`config.mk`:
```
export PLATFORM = sky130hd
export DESIGN_NAME = varshift_gearbox
export DESIGN_NICKNAME = d
export VERILOG_FILES = /design/src/rtl/varshift_gearbox.sv
export SDC_FILE = /design/constraint.sdc
export NUM_CORES = 1
export LEC_CHECK = 0
export BUFFER_PORTS_ARGS = -buffer_cell sky130_fd_sc_hd__buf_2
export CAP_MARGIN = 5
export CORE_ASPECT_RATIO = 0.5
export CORE_MARGIN = 2
export CORE_UTILIZATION = 57
export DETAILED_ROUTE_END_ITERATION = 12
export PLACE_DENSITY = 0.76
export SLEW_MARGIN = 25
export SYNTH_ARGS = -nofsm -noshare
export SYNTH_HDL_FRONTEND = slang
export SYNTH_SLANG_ARGS = --single-unit
```
`constraint.sdc`:
```
create_clock -name clk -period 3.66 [get_ports clk]
set_input_delay 0.183 -clock clk [delete_from_list [all_inputs] [get_ports clk]]
set_output_delay 0.183 -clock clk [all_outputs]
set_load 0.01 [all_outputs]
```
`src/rtl/varshift_gearbox.sv`:
```
// Variable-amount shift-in gearbox: beats of 0..K bits accumulate in arrival order and
// leave as N-bit words on a valid/ready port, with an optional flush of the residual bits.
//
// state   | meaning
// --------+-----------------------------------------------------------------
// S_FILL  | accepting beats, emitting full words as they complete
// S_FLUSH | input closed; drain full words, then the partial word, then FILL
module varshift_gearbox #(
   parameter int N         = 8,
   parameter int K         = 3,
   parameter int MSB_FIRST = 1
) (
   input  logic                      clk,
   input  logic                      rst,
   input  logic                      in_valid,
   output logic                      in_ready,
   input  logic [$clog2(K+1)-1:0]    in_len,
   input  logic [K-1:0]              in_data,
   input  logic                      flush,
   output logic                      out_valid,
   input  logic                      out_ready,
   output logic [N-1:0]              out_data,
   output logic [$clog2(N+1)-1:0]    out_len,
   output logic [$clog2(N+K)-1:0]    level
);

   localparam int LEN_W  = $clog2(K+1);
   localparam int OLEN_W = $clog2(N+1);
   localparam int LVL_W  = $clog2(N+K);
   localparam int ACC_W  = N + K - 1;

   typedef enum logic {S_FILL, S_FLUSH} state_t;

   state_t              state_q, state_d;
   logic [ACC_W-1:0]    acc_q, acc_d;
   logic [LVL_W-1:0]    level_q, level_d;
   logic                out_valid_q, out_valid_d;
   logic [N-1:0]        out_data_q, out_data_d;
   logic [OLEN_W-1:0]   out_len_q, out_len_d;

   logic                push, pop;
   logic [LEN_W-1:0]    len_eff;
   logic [K-1:0]        beat_bits;
   logic [ACC_W-1:0]    beat_ext, acc_pop;
   logic [LVL_W-1:0]    level_pop;
   logic [N-1:0]        word;

   assign in_ready = rst && (state_q == S_FILL) &&
                     ((level_q < LVL_W'(N)) || (out_valid_q && out_ready));
   assign push     = in_valid && in_ready;
   assign pop      = out_valid_q && out_ready;

   // Internally bit 0 of the accumulator is always the oldest bit, whatever the direction.
   always_comb begin
      len_eff   = (in_len > LEN_W'(K)) ? LEN_W'(K) : in_len;
      beat_bits = '0;
      for (int j = 0; j < K; j++) begin
         if (j < int'(len_eff))
            beat_bits[j] = (MSB_FIRST != 0) ? in_data[K-1-j] : in_data[j];
      end
      beat_ext          = '0;
      beat_ext[K-1:0]   = beat_bits;

      // A pop always removes exactly out_len bits: N for full words, level for a partial.
      level_pop = pop ? (level_q - LVL_W'(out_len_q)) : level_q;
      acc_pop   = pop ? (acc_q >> out_len_q) : acc_q;

      acc_d   = acc_pop;
      level_d = level_pop;
      if (push) begin
         acc_d   = acc_pop | (beat_ext << level_pop);
         level_d = level_pop + LVL_W'(len_eff);
      end

      state_d = state_q;
      case (state_q)
         S_FILL:  if (flush) state_d = S_FLUSH;
         S_FLUSH: if ((level_q == '0) || (pop && (out_len_q != OLEN_W'(N))))
                     state_d = S_FILL;
         default: state_d = S_FILL;
      endcase

      // Bits above level are always zero, so a partial word comes out zero-padded.
      word        = acc_d[N-1:0];
      out_valid_d = 1'b0;
      out_len_d   = '0;
      out_data_d  = '0;
      if (level_d >= LVL_W'(N)) begin
         out_valid_d = 1'b1;
         out_len_d   = OLEN_W'(N);
      end else if ((state_d == S_FLUSH) && (level_d != '0)) begin
         out_valid_d = 1'b1;
         out_len_d   = OLEN_W'(level_d);
      end
      if (out_valid_d) begin
         for (int i = 0; i < N; i++)
            out_data_d[(MSB_FIRST != 0) ? (N-1-i) : i] = word[i];
      end
   end

   always_ff @(posedge clk or negedge rst) begin
      if (!rst) begin
         state_q     <= S_FILL;
         acc_q       <= '0;
         level_q     <= '0;
         out_valid_q <= 1'b0;
         out_data_q  <= '0;
         out_len_q   <= '0;
      end else begin
         state_q     <= state_d;
         acc_q       <= acc_d;
         level_q     <= level_d;
         out_valid_q <= out_valid_d;
         out_data_q  <= out_data_d;
         out_len_q   <= out_len_d;
      end
   end

   assign out_valid = out_valid_q;
   assign out_data  = out_data_q;
   assign out_len   = out_len_q;
   assign level     = level_q;

   level_bound_a: assert property (@(posedge clk) disable iff (!rst)
                                   level_d <= LVL_W'(ACC_W));

endmodule

```
==> qor.yml, run 1 <==
hold_class: "input port to register"
first_iter_violations: 133
utilization: 0.685
drtAntennaViolNets: 0
ioPinCount: 28
synth_ff_type: "dfrtp_1"
cts_buffers: 3
gp_congestion: 0.883
period_minus_slack_ns: 3.29
initial_utilization: 0.612
antenna_found_initial: 0
route.met2.wl_um: 2070
coreArea_um2: 3080
grt_max_degree: 30
post-dp-hpwl_um: 3470
critPathLaunchType: "register"
die_y_um: 44.7
multiInputGateArea_um2: 1070
max-vdd-ir-drop_uv: 599
cp_num_buf_inv: 2
grt_pass1_vias: 1567
cts_sinks: 28
post-cts-setup-buffers: 0
vias: 1602
num_antenna_cells: 0
num-fill-cells: 255
async_flop_share: 1.00
critPathTopFamily: "adder cells"
dr.pass1.iters: 4
tightest_slew_ns: 0.443
io_buffers: 27
cap_violations: 0
status: "completed"
layout-drive-gt1-share: 0.259
drc_errors: 0
rsz0062_at_grt: "no"
syn_area_um2: 1890
grt.total_usage: 0.268
wl_met1_um: 2050
layout_common_cells: "28 x dfrtp_1, 27 x buf_2, 18 x nand2_1"
routed.top_layer: "met4"
routedWlPerCell_um: 17.6
worstPathArrival_ns: 3.44
synth_edf_count: 0
cp_slowest_cell: "dfrtp_1"
maxSlewViolCount: 0
p_per_area_nw_per_um2: 841
synth_nets: 212
holdWs_ns: 0.204
die_area_um2: 3820
cts_buffer_depth: 2
tns_ns: 0
die_x_um: 85.4
synth_cell_type_count: 54
seq_area_frac_synth: 0.371
netlist_instances: 195
mostFrequentLayoutCell: "dfrtp_1"
ff_latch_area_um2: 701
cts_tree: "yes"
syn_area_per_cell_um2: 9.68
max_stage_delay_ns: 0.63
rrSetupSlack_ns: 0.37
worstSetupPathType: "register to register"
cp_max_fo: 12
rows: 14
path_clk_slew_ns: 0.10
skew_ns: 0.00761
routed_via_density: 6.16
slew_headroom: 0.705
syn2layout_area_growth_pct: 11.9
min_period_over_period: 0.899
fin_nets: 238
postRouteWirelength_um: 4570
cts-root-buf: "clkbuf_8"
crit_chain: "inv_1 -> fa_1 -> mux2i_2 -> inv_2 -> fa_1 -> or4_1 -> nand3_2 -> a22oi_2"
wl_met3_um: 425
grt-ovfl-total: 0
hold_viol: 0
cts_max_level: 1
insertion_delay_ns: 0.28
critPathMostFrequentCell: "fa_1"
fmax_ghz: 0.304
setup_viol: 0
synth_warnings: 0
grt_pass1_wl_um: 7700
power.leakage_nw: 0.986
synth_seq_cells: 28
crit_required_ns: 3.81
worst_setup_path_end_kind: "register"
-- layer usage --
layer / vias up / GRT usage
li1: 754 / -
met5: - / 0
met2: 68 / 0.428
met3: 4 / 0.0640
met4: 0 / 0.0571
met1: 776 / 0.383
-- synth_stat cells, types with 3 or more instances --
cell type | instances | share of area
nand3_1 | 4 | 0.011
nor2_1 | 10 | 0.020
nand2b_1 | 3 | 0.0099
o22ai_1 | 3 | 0.0099
mux2_2 | 4 | 0.024
a21oi_1 | 13 | 0.034
ha_1 | 5 | 0.033
o21ai_0 | 5 | 0.013
clkbuf_1 | 4 | 0.0079
or3_1 | 3 | 0.0099
a22oi_1 | 3 | 0.012
a22o_1 | 3 | 0.014
xnor2_1 | 4 | 0.019
nor3b_1 | 3 | 0.012
nand2_1 | 18 | 0.036
a22oi_2 | 3 | 0.020
inv_2 | 3 | 0.0060
dfrtp_1 | 28 | 0.37
inv_1 | 12 | 0.024
mux2i_1 | 13 | 0.069
buf_2 | 6 | 0.016
a41oi_1 | 5 | 0.023
nor3_1 | 3 | 0.0079
-- final timing paths --
check,cells past startpoint,startpoint,to
min in group asynchronous,3,rst,acc_q[6]
worst min register to register,1,state_q,state_q
worst min-delay path,3,flush,state_q
max in group asynchronous,3,rst,out_data[7]
worst max register to register,8,out_len[1],out_data[3]
worst max-delay path,8,out_len[1],out_data[3]
-- kinds of logic (layout without fill, tap and decap cells) --
family | count (synthesis) | count (layout) | synth area share
DFF | 28 | 28 | 0.371
xor gates and xnor gates | 5 | 5 | 0.0232
buffers and inverters | 27 | 52 | 0.0636
adders and majority gates | 7 | 7 | 0.0543
muxes | 22 | 22 | 0.144
and+or+nand+nor | 55 | 55 | 0.148
AOI/OAI and AO/OA | 51 | 51 | 0.196
-- tightest hold or removal path, delay by kind of cell --
kind / cells / cell delay, ns
AOI/OAI and AO/OA: 1 / 0.10
buffers and inverters: 2 / 0.16
-- final cells by class --
class                           count  share of cell area
Multi-Input combinational cell    140               0.505
Timing Repair Buffer               33              0.0865
Inverter                           15              0.0267
Clock buffer                        4              0.0261
Sequential cell                    28               0.332
Tap cell                           40              0.0237
-- state kept, by name (all words and copies together) (netlist names) --
register	flops
out_len	4
level	4
out_valid	1
state_q	1
out_data	8
acc_q	10
-- timing repair --
item                                    in CTS  in global routing
resized for setup                            0                  0
endpoints found under the setup margin       0                  0
hold buffers                                 1                  0
endpoints found under the hold margin       28                  0
-- report_power, final --
part	total [W]	internal (W)	switching [W]
clock network	0.000195	0.0000965	0.0000980
logic	0.00105	0.000417	0.000637
registers	0.000527	0.000406	0.000121
total	0.00178	0.000920	0.000856
-- through the flow --
stage / setup WS (ns) / std cells / area [um^2] / total power (W)
final: 0.371 / 260 / 2110 / 0.00178
after global routing: 0.148 / 260 / 2110 / 0.00192
after CTS: 0.390 / 260 / 2110 / 0.00177
after detailed placement: 0.422 / 255 / 2050 / 0.00157
after global placement: 0.546 / 255 / 2050 / 0.00154
after floorplan: 0.670 / 195 / 1890 / 0.00130
No activity file was read; power rests on OpenSTA's default activity.
==> run 2: changes to the inputs <==
- BUFFER_PORTS_ARGS: -buffer_cell sky130_fd_sc_hd__buf_2 -> -buffer_cell sky130_fd_sc_hd__buf_4
- PLACE_DENSITY: 0.76 -> 0.91
==> run 2 against run 1 <==
Net effect: worst hold slack got worse by 0.00093 ns; sequential share of layout area fell by 1.2 points; maximum frequency fell by 0.84%; sequential power barely moved; via count increased by 2.4%; critical endpoint is now out_data[2]; critical path depth stayed put; clock skew decreased by 0.0028 ns.
==> qor.yml, run 2 (synthesized netlist as in run 1, its figures left out) <==
status: "completed"  # unchanged
routedWlPerCell_um: 18.2  # was 17.6 um
fmax_ghz: 0.302  # was 0.304 GHz
holdWs_ns: 0.203  # was 0.204 ns
coreArea_um2: 3080  # unchanged
routed.top_layer: "met4"  # unchanged
critPathMostFrequentCell: "fa_1"  # unchanged
worst_setup_path_end_kind: "register"  # unchanged
crit_required_ns: 3.83  # was 3.81 ns
die_area_um2: 3820  # unchanged
cts_tree: "yes"  # unchanged
drtAntennaViolNets: 0  # unchanged
antenna_found_initial: 0  # unchanged
switching_share: 0.464  # was 0.482
final_area_um2: 2190  # was 2110 um^2
drc_errors: 0  # unchanged
rsz0062_at_grt: "no"  # unchanged
post-dp-hpwl_um: 3420  # was 3470 um
cp_max_fo: 12  # unchanged
pwr-share-seq: 0.281  # was 0.297
hold_depth: 3  # unchanged
worstPathArrival_ns: 3.48  # was 3.44 ns
initial_utilization: 0.612  # unchanged
p_total_w: 0.00188  # was 0.00178 W
cts_buffer_depth: 2  # unchanged
fin_nets: 237  # was 238
worstHoldStart: "flush"  # unchanged
grt_pass1_wl_um: 7490  # was 7700 um
critPathTopFamily: "adder cells"  # unchanged
dp_cells: 254  # was 255
tightest_slew_ns: 0.474  # was 0.443 ns
routed_via_density: 6.33  # was 6.16
cts_sinks: 28  # unchanged
die_x_um: 85.4  # unchanged
postRouteWirelength_um: 4710  # was 4570 um
hold_viol: 0  # unchanged
layout_common_cells: "31 x buf_4, 28 x dfrtp_1, 18 x nand2_1"  # was 28 x dfrtp_1, 27 x buf_2, 18 x nand2_1
hold_end: "state_q"  # unchanged
p_per_area_nw_per_um2: 861  # was 841 nW/um^2
max_stage_delay_ns: 0.65  # was 0.63 ns
cp_num_buf_inv: 2  # unchanged
tns_ns: 0  # unchanged
power.share.clock: 0.134  # was 0.110
ff2ff_path_depth: 8  # unchanged
grt_pass1_vias: 1575  # was 1,567
cts-root-buf: "clkbuf_8"  # unchanged
path_clk_slew_ns: 0.10  # about the same
gp_congestion: 0.923  # was 0.883
grt_max_degree: 30  # unchanged
p_comb_frac: 0.585  # was 0.594
cts_buffers: 3  # unchanged
mostFrequentLayoutCell: "buf_4"  # was dfrtp_1
grt.total_usage: 0.263  # was 0.268
wl_met3_um: 408  # was 425 um
cap_violations: 0  # unchanged
io_buffers: 27  # unchanged
dpl-instance-area_um2: 2110  # was 2050 um^2
ioPinCount: 28  # unchanged
maxSlewViolCount: 0  # unchanged
largest_reg_flops: 10  # unchanged
grt-ovfl-total: 0  # unchanged
cts_max_level: 1  # unchanged
reg2reg_to: "out_data[2]"  # was out_data[3]
largest_register: "acc_q"  # unchanged
first_iter_violations: 136  # was 133
vias: 1640  # was 1,602
rrSetupSlack_ns: 0.34  # was 0.37 ns
final_cells: 259  # was 260
post-cts-setup-buffers: 0  # unchanged
route.met2.wl_um: 2200  # was 2070 um
dr.pass1.iters: 5  # was 4
critPathLaunchType: "register"  # unchanged
period_minus_slack_ns: 3.32  # was 3.29 ns
netSwitchingPower_w: 0.000874  # was 0.000856 W
crit_chain: "inv_1 -> fa_1 -> mux2i_2 -> inv_2 -> fa_1 -> or4_1 -> nand3_2 -> a22oi_2"  # unchanged
num_antenna_cells: 0  # unchanged
min_period_over_period: 0.906  # was 0.899
cts_resized: 0  # unchanged
setup_viol: 0  # unchanged
syn2layout_area_growth_pct: 15.9  # was 11.9%
num-fill-cells: 207  # was 255
internal_power_w: 0.00101  # was 0.000920 W
rr_startpoint: "out_len[1]"  # unchanged
max-vdd-ir-drop_uv: 629  # was 599 uV
rows: 14  # unchanged
hold_class: "input port to register"  # unchanged
insertion_delay_ns: 0.28  # about the same
worstSetupPathType: "register to register"  # unchanged
power.leakage_nw: 1.00  # was 0.986 nW
skew_ns: 0.00483  # was 0.00761 ns
layout-drive-gt1-share: 0.256  # was 0.259
hold_buffers: 1  # unchanged
wl_met1_um: 1980  # was 2050 um
cp_slowest_cell: "dfrtp_1"  # unchanged
die_y_um: 44.7  # unchanged
slew_headroom: 0.684  # was 0.705
run 2: cell count changes in the layout (fill, tap and decap cells not counted), sizes merged:
| cell | before | now |
|---|---|---|
| buf | 32 | 31 |
| bufinv | 0 | 1 |
| clkbuf | 4 | 3 |
run 2: per-stage QoR:
| step | setup slack, ns | utilization |
|---|---|---|
| floorplan | 0.670 | - |
| global placement | 0.547 | 0.683 |
| detailed placement | 0.439 | 0.683 |
| CTS | 0.388 | 0.710 |
| global route | 0.151 | 0.710 |
| finish | 0.343 | 0.710 |
run 2: worst max path at each step:
stage | startpoint | to | depth (start not counted)
floorplan | out_len[1] | out_data[3] | 10
global placement | out_len[1] | out_data[3] | 8
detailed placement | out_len[1] | out_data[2] | 8
CTS | out_len[1] | out_data[2] | 8
global route | out_len[1] | out_data[5] | 8
finish | out_len[1] | out_data[2] | 8
run 2: layout make-up:
cell class                 count  area, um^2  share of cell area
clock inverter                 1        30.0              0.0137
sequential                    28         701               0.320
tap                           40        50.0              0.0229
timing repair buffer          32         243               0.111
multi-input combinational    140        1070               0.488
clock buffer                   3        41.3              0.0189
inverter                      15        56.3              0.0257
run 2: power by group through the flow:
stage,clock network [W],logic (W),registers [W]
after detailed placement,0,0.00106,0.000530
after global placement,0,0.00102,0.000525
after floorplan,0,0.000793,0.000507
after CTS,0.000252,0.00109,0.000524
after global routing,0.000264,0.00120,0.000539
final,0.000253,0.00110,0.000529
run 2: worst min-delay path, stage by stage:
cell and delay (ns):
buf_4 0.10, inv_1 0.06, o22ai_2 0.10
run 2: routing by layer:
metal	up-vias	GRT usage
li1	748	-
met1	785	0.348
met2	91	0.433
met3	16	0.0475
met4	0	0.130
met5	-	0
==> run 3: changes to the inputs <==
- CORE_UTILIZATION: 57 -> 51
- PLACE_DENSITY: 0.91 -> 0.75
- clock period: 3.66 -> 2.8 ns (I/O delays scaled with it)
==> run 3 against run 2 <==
Net effect: highest routed layer unchanged; clock skew is 0.0036 ns higher; largest cell class unchanged; the flow now finishes with violations (negative setup slack); first-iteration DRC count is 10% higher; sequential share of layout area shrank 2.4 points.
==> qor.yml, run 3 (synthesized netlist as in run 1, its figures left out) <==
status: "finished with violations"  # was completed
violations: "negative setup slack"
tightest_slew_ns: 0.530  # was 0.474 ns
drtAntennaViolNets: 0  # unchanged
cp_slowest_cell: "or4_4"  # was dfrtp_1
p_per_area_nw_per_um2: 1170  # was 861 nW/um^2
period_minus_slack_ns: 2.84  # was 3.32 ns
gp_congestion: 0.885  # was 0.923
path_clk_slew_ns: 0.09  # was 0.10 ns
rrSetupSlack_ns: -0.04  # was 0.34 ns
grt_max_degree: 30  # unchanged
layout-drive-gt1-share: 0.326  # was 0.256
coreArea_um2: 3490  # was 3080 um^2
grt-ovfl-total: 0  # unchanged
cp_num_buf_inv: 3  # was 2
postRouteWirelength_um: 4980  # was 4710 um
worst_slack_ns: -0.0432  # was 0.343 ns
dp_cells: 276  # was 254
cp_max_fo: 6  # was 12
rows: 15  # was 14
ff2ff_path_depth: 10  # was 8
skew_ns: 0.00839  # was 0.00483 ns
worstPathArrival_ns: 3.00  # was 3.48 ns
utilization: 0.678  # was 0.710
switching_share: 0.448  # was 0.464
initial_utilization: 0.541  # was 0.612
holdWs_ns: 0.247  # was 0.203 ns
fmax_ghz: 0.352  # was 0.302 GHz
cap_violations: 0  # unchanged
max_stage_delay_ns: 0.58  # was 0.65 ns
syn2layout_area_growth_pct: 25.4  # was 15.9%
io_buffers: 27  # unchanged
netSwitchingPower_w: 0.00124  # was 0.000874 W
hold_class: "input port to register"  # unchanged
cts-root-buf: "clkbuf_8"  # unchanged
num_antenna_cells: 0  # unchanged
max-vdd-ir-drop_uv: 680  # was 629 uV
num-fill-cells: 278  # was 207
post-dp-hpwl_um: 3620  # was 3420 um
slew_headroom: 0.644  # was 0.684
p_total_w: 0.00277  # was 0.00188 W
critPathLaunchType: "register"  # unchanged
drc_errors: 0  # unchanged
critPathTopFamily: "adder cells"  # unchanged
ioPinCount: 28  # unchanged
cts_sinks: 28  # unchanged
power.share.clock: 0.117  # was 0.134
fin_nets: 254  # was 237
antenna_found_initial: 0  # unchanged
layout_common_cells: "46 x buf_4, 28 x dfrtp_1, 18 x nand2_1"  # was 31 x buf_4, 28 x dfrtp_1, 18 x nand2_1
crit_required_ns: 2.96  # was 3.83 ns
maxSlewViolCount: 0  # unchanged
vias: 1662  # was 1,640
multiInputGateArea_um2: 1110  # was 1070 um^2
ff_latch_area_um2: 701  # unchanged
rr_startpoint: "level[0]"  # was out_len[1]
insertion_delay_ns: 0.28  # about the same
cts_buffers: 3  # unchanged
reg2reg_to: "out_data[7]"  # was out_data[2]
die_area_um2: 4230  # was 3820 um^2
power.leakage_nw: 1.09  # was 1.00 nW
cts_buffer_depth: 2  # unchanged
worstHoldStart: "flush"  # unchanged
hold_end: "state_q"  # unchanged
internal_power_w: 0.00153  # was 0.00101 W
worstSetupPathType: "register to register"  # unchanged
dr.pass1.iters: 4  # was 5
hold_depth: 3  # unchanged
hold_viol: 0  # unchanged
grt.total_usage: 0.240  # was 0.263
largest_reg_flops: 10  # unchanged
die_y_um: 47.0  # was 44.7 um
largest_register: "acc_q"  # unchanged
grt_pass1_vias: 1497  # was 1,575
final_cells: 287  # was 259
crit_chain: "inv_2 -> ha_4 -> inv_2 -> fa_1 -> mux2i_2 -> inv_2 -> fa_1 -> or4_4 -> nand3_4 -> a21oi_1"  # was inv_1 -> fa_1 -> mux2i_2 -> inv_2 -> fa_1 -> or4_1 -> nand3_2 -> a22oi_2
die_x_um: 90.0  # was 85.4 um
setup_viol: 11  # was 0
routed_via_density: 5.79  # was 6.33
pwr-share-seq: 0.231  # was 0.281
rsz0062_at_grt: "yes"  # was no
grt_pass1_wl_um: 7690  # was 7490 um
min_period_over_period: 1.02  # was 0.906
worst_setup_path_end_kind: "register"  # unchanged
cts_max_level: 1  # unchanged
tns_ns: -0.192  # was 0 ns
first_iter_violations: 150  # was 136
critPathMostFrequentCell: "inv_2"  # was fa_1
p_comb_frac: 0.652  # was 0.585
routedWlPerCell_um: 17.3  # was 18.2 um
cts_tree: "yes"  # unchanged
mostFrequentLayoutCell: "buf_4"  # unchanged
run 3: power by group through the flow:
stage / sequential [W] / combinational, W / clock (W)
detailed placement: 0.000650 / 0.00159 / 0
floorplan: 0.000666 / 0.00105 / 0
global route: 0.000659 / 0.00193 / 0.000337
global placement: 0.000644 / 0.00155 / 0
finish: 0.000642 / 0.00181 / 0.000325
CTS: 0.000641 / 0.00170 / 0.000323
run 3: final cells by class:
class                      count  share of cell area
multi-input combinational    141               0.468
sequential                    28               0.296
timing repair buffer          48               0.155
tap                           51              0.0270
inverter                      15              0.0238
clock buffer                   3              0.0174
clock inverter                 1              0.0127
run 3: what timing repair did:
item                                    in CTS  in global routing
buffers inserted                             2                  3
hold endpoints to repair                    28                  0
hold buffers                                 1                  0
cloned                                       1                  0
pin swaps                                    1                  0
gates resized for setup                      3                  1
endpoints found under the setup margin      12                 13
run 3: worst min-delay path, cell delays in order:
cell,delay (ns)
buf_4,0.11
inv_1,0.05
o22ai_2,0.15
run 3: layer usage:
| metal | share of wire | GRT usage | vias up |
|---|---|---|---|
| li1 | - | - | 789 |
| met1 | 0.45 | 0.317 | 805 |
| met2 | 0.49 | 0.442 | 66 |
| met3 | 0.063 | 0.0449 | 2 |
| met4 | 0.0016 | 0.0369 | 0 |
| met5 | 0 | 0 | - |
run 3: worst max-delay path by stage:
| stage | endpoint | depth (start not counted) | slack, ns | startpoint |
|---|---|---|---|---|
| 6_report | out_data[7] | 10 | -0.04 | level[0] |
| 5_1_grt | out_data[7] | 10 | -0.09 | level[0] |
| 4_1_cts | out_data[7] | 10 | 0.005 | level[0] |
| 3_5_place_dp | out_data[3] | 10 | -0.05 | level[0] |
| 3_3_place_gp | out_data[3] | 10 | 0.03 | level[0] |
| 2_1_floorplan | out_data[3] | 11 | -0.11 | level[0] |
run 3: metrics by stage:
step / setup slack (ns) / instance area, um^2
after floorplan: -0.112 / 1910
after global placement: 0.0344 / 2220
after detailed placement: -0.0511 / 2220
after CTS: 0.00539 / 2340
after global routing: -0.0927 / 2370
final: -0.0432 / 2370
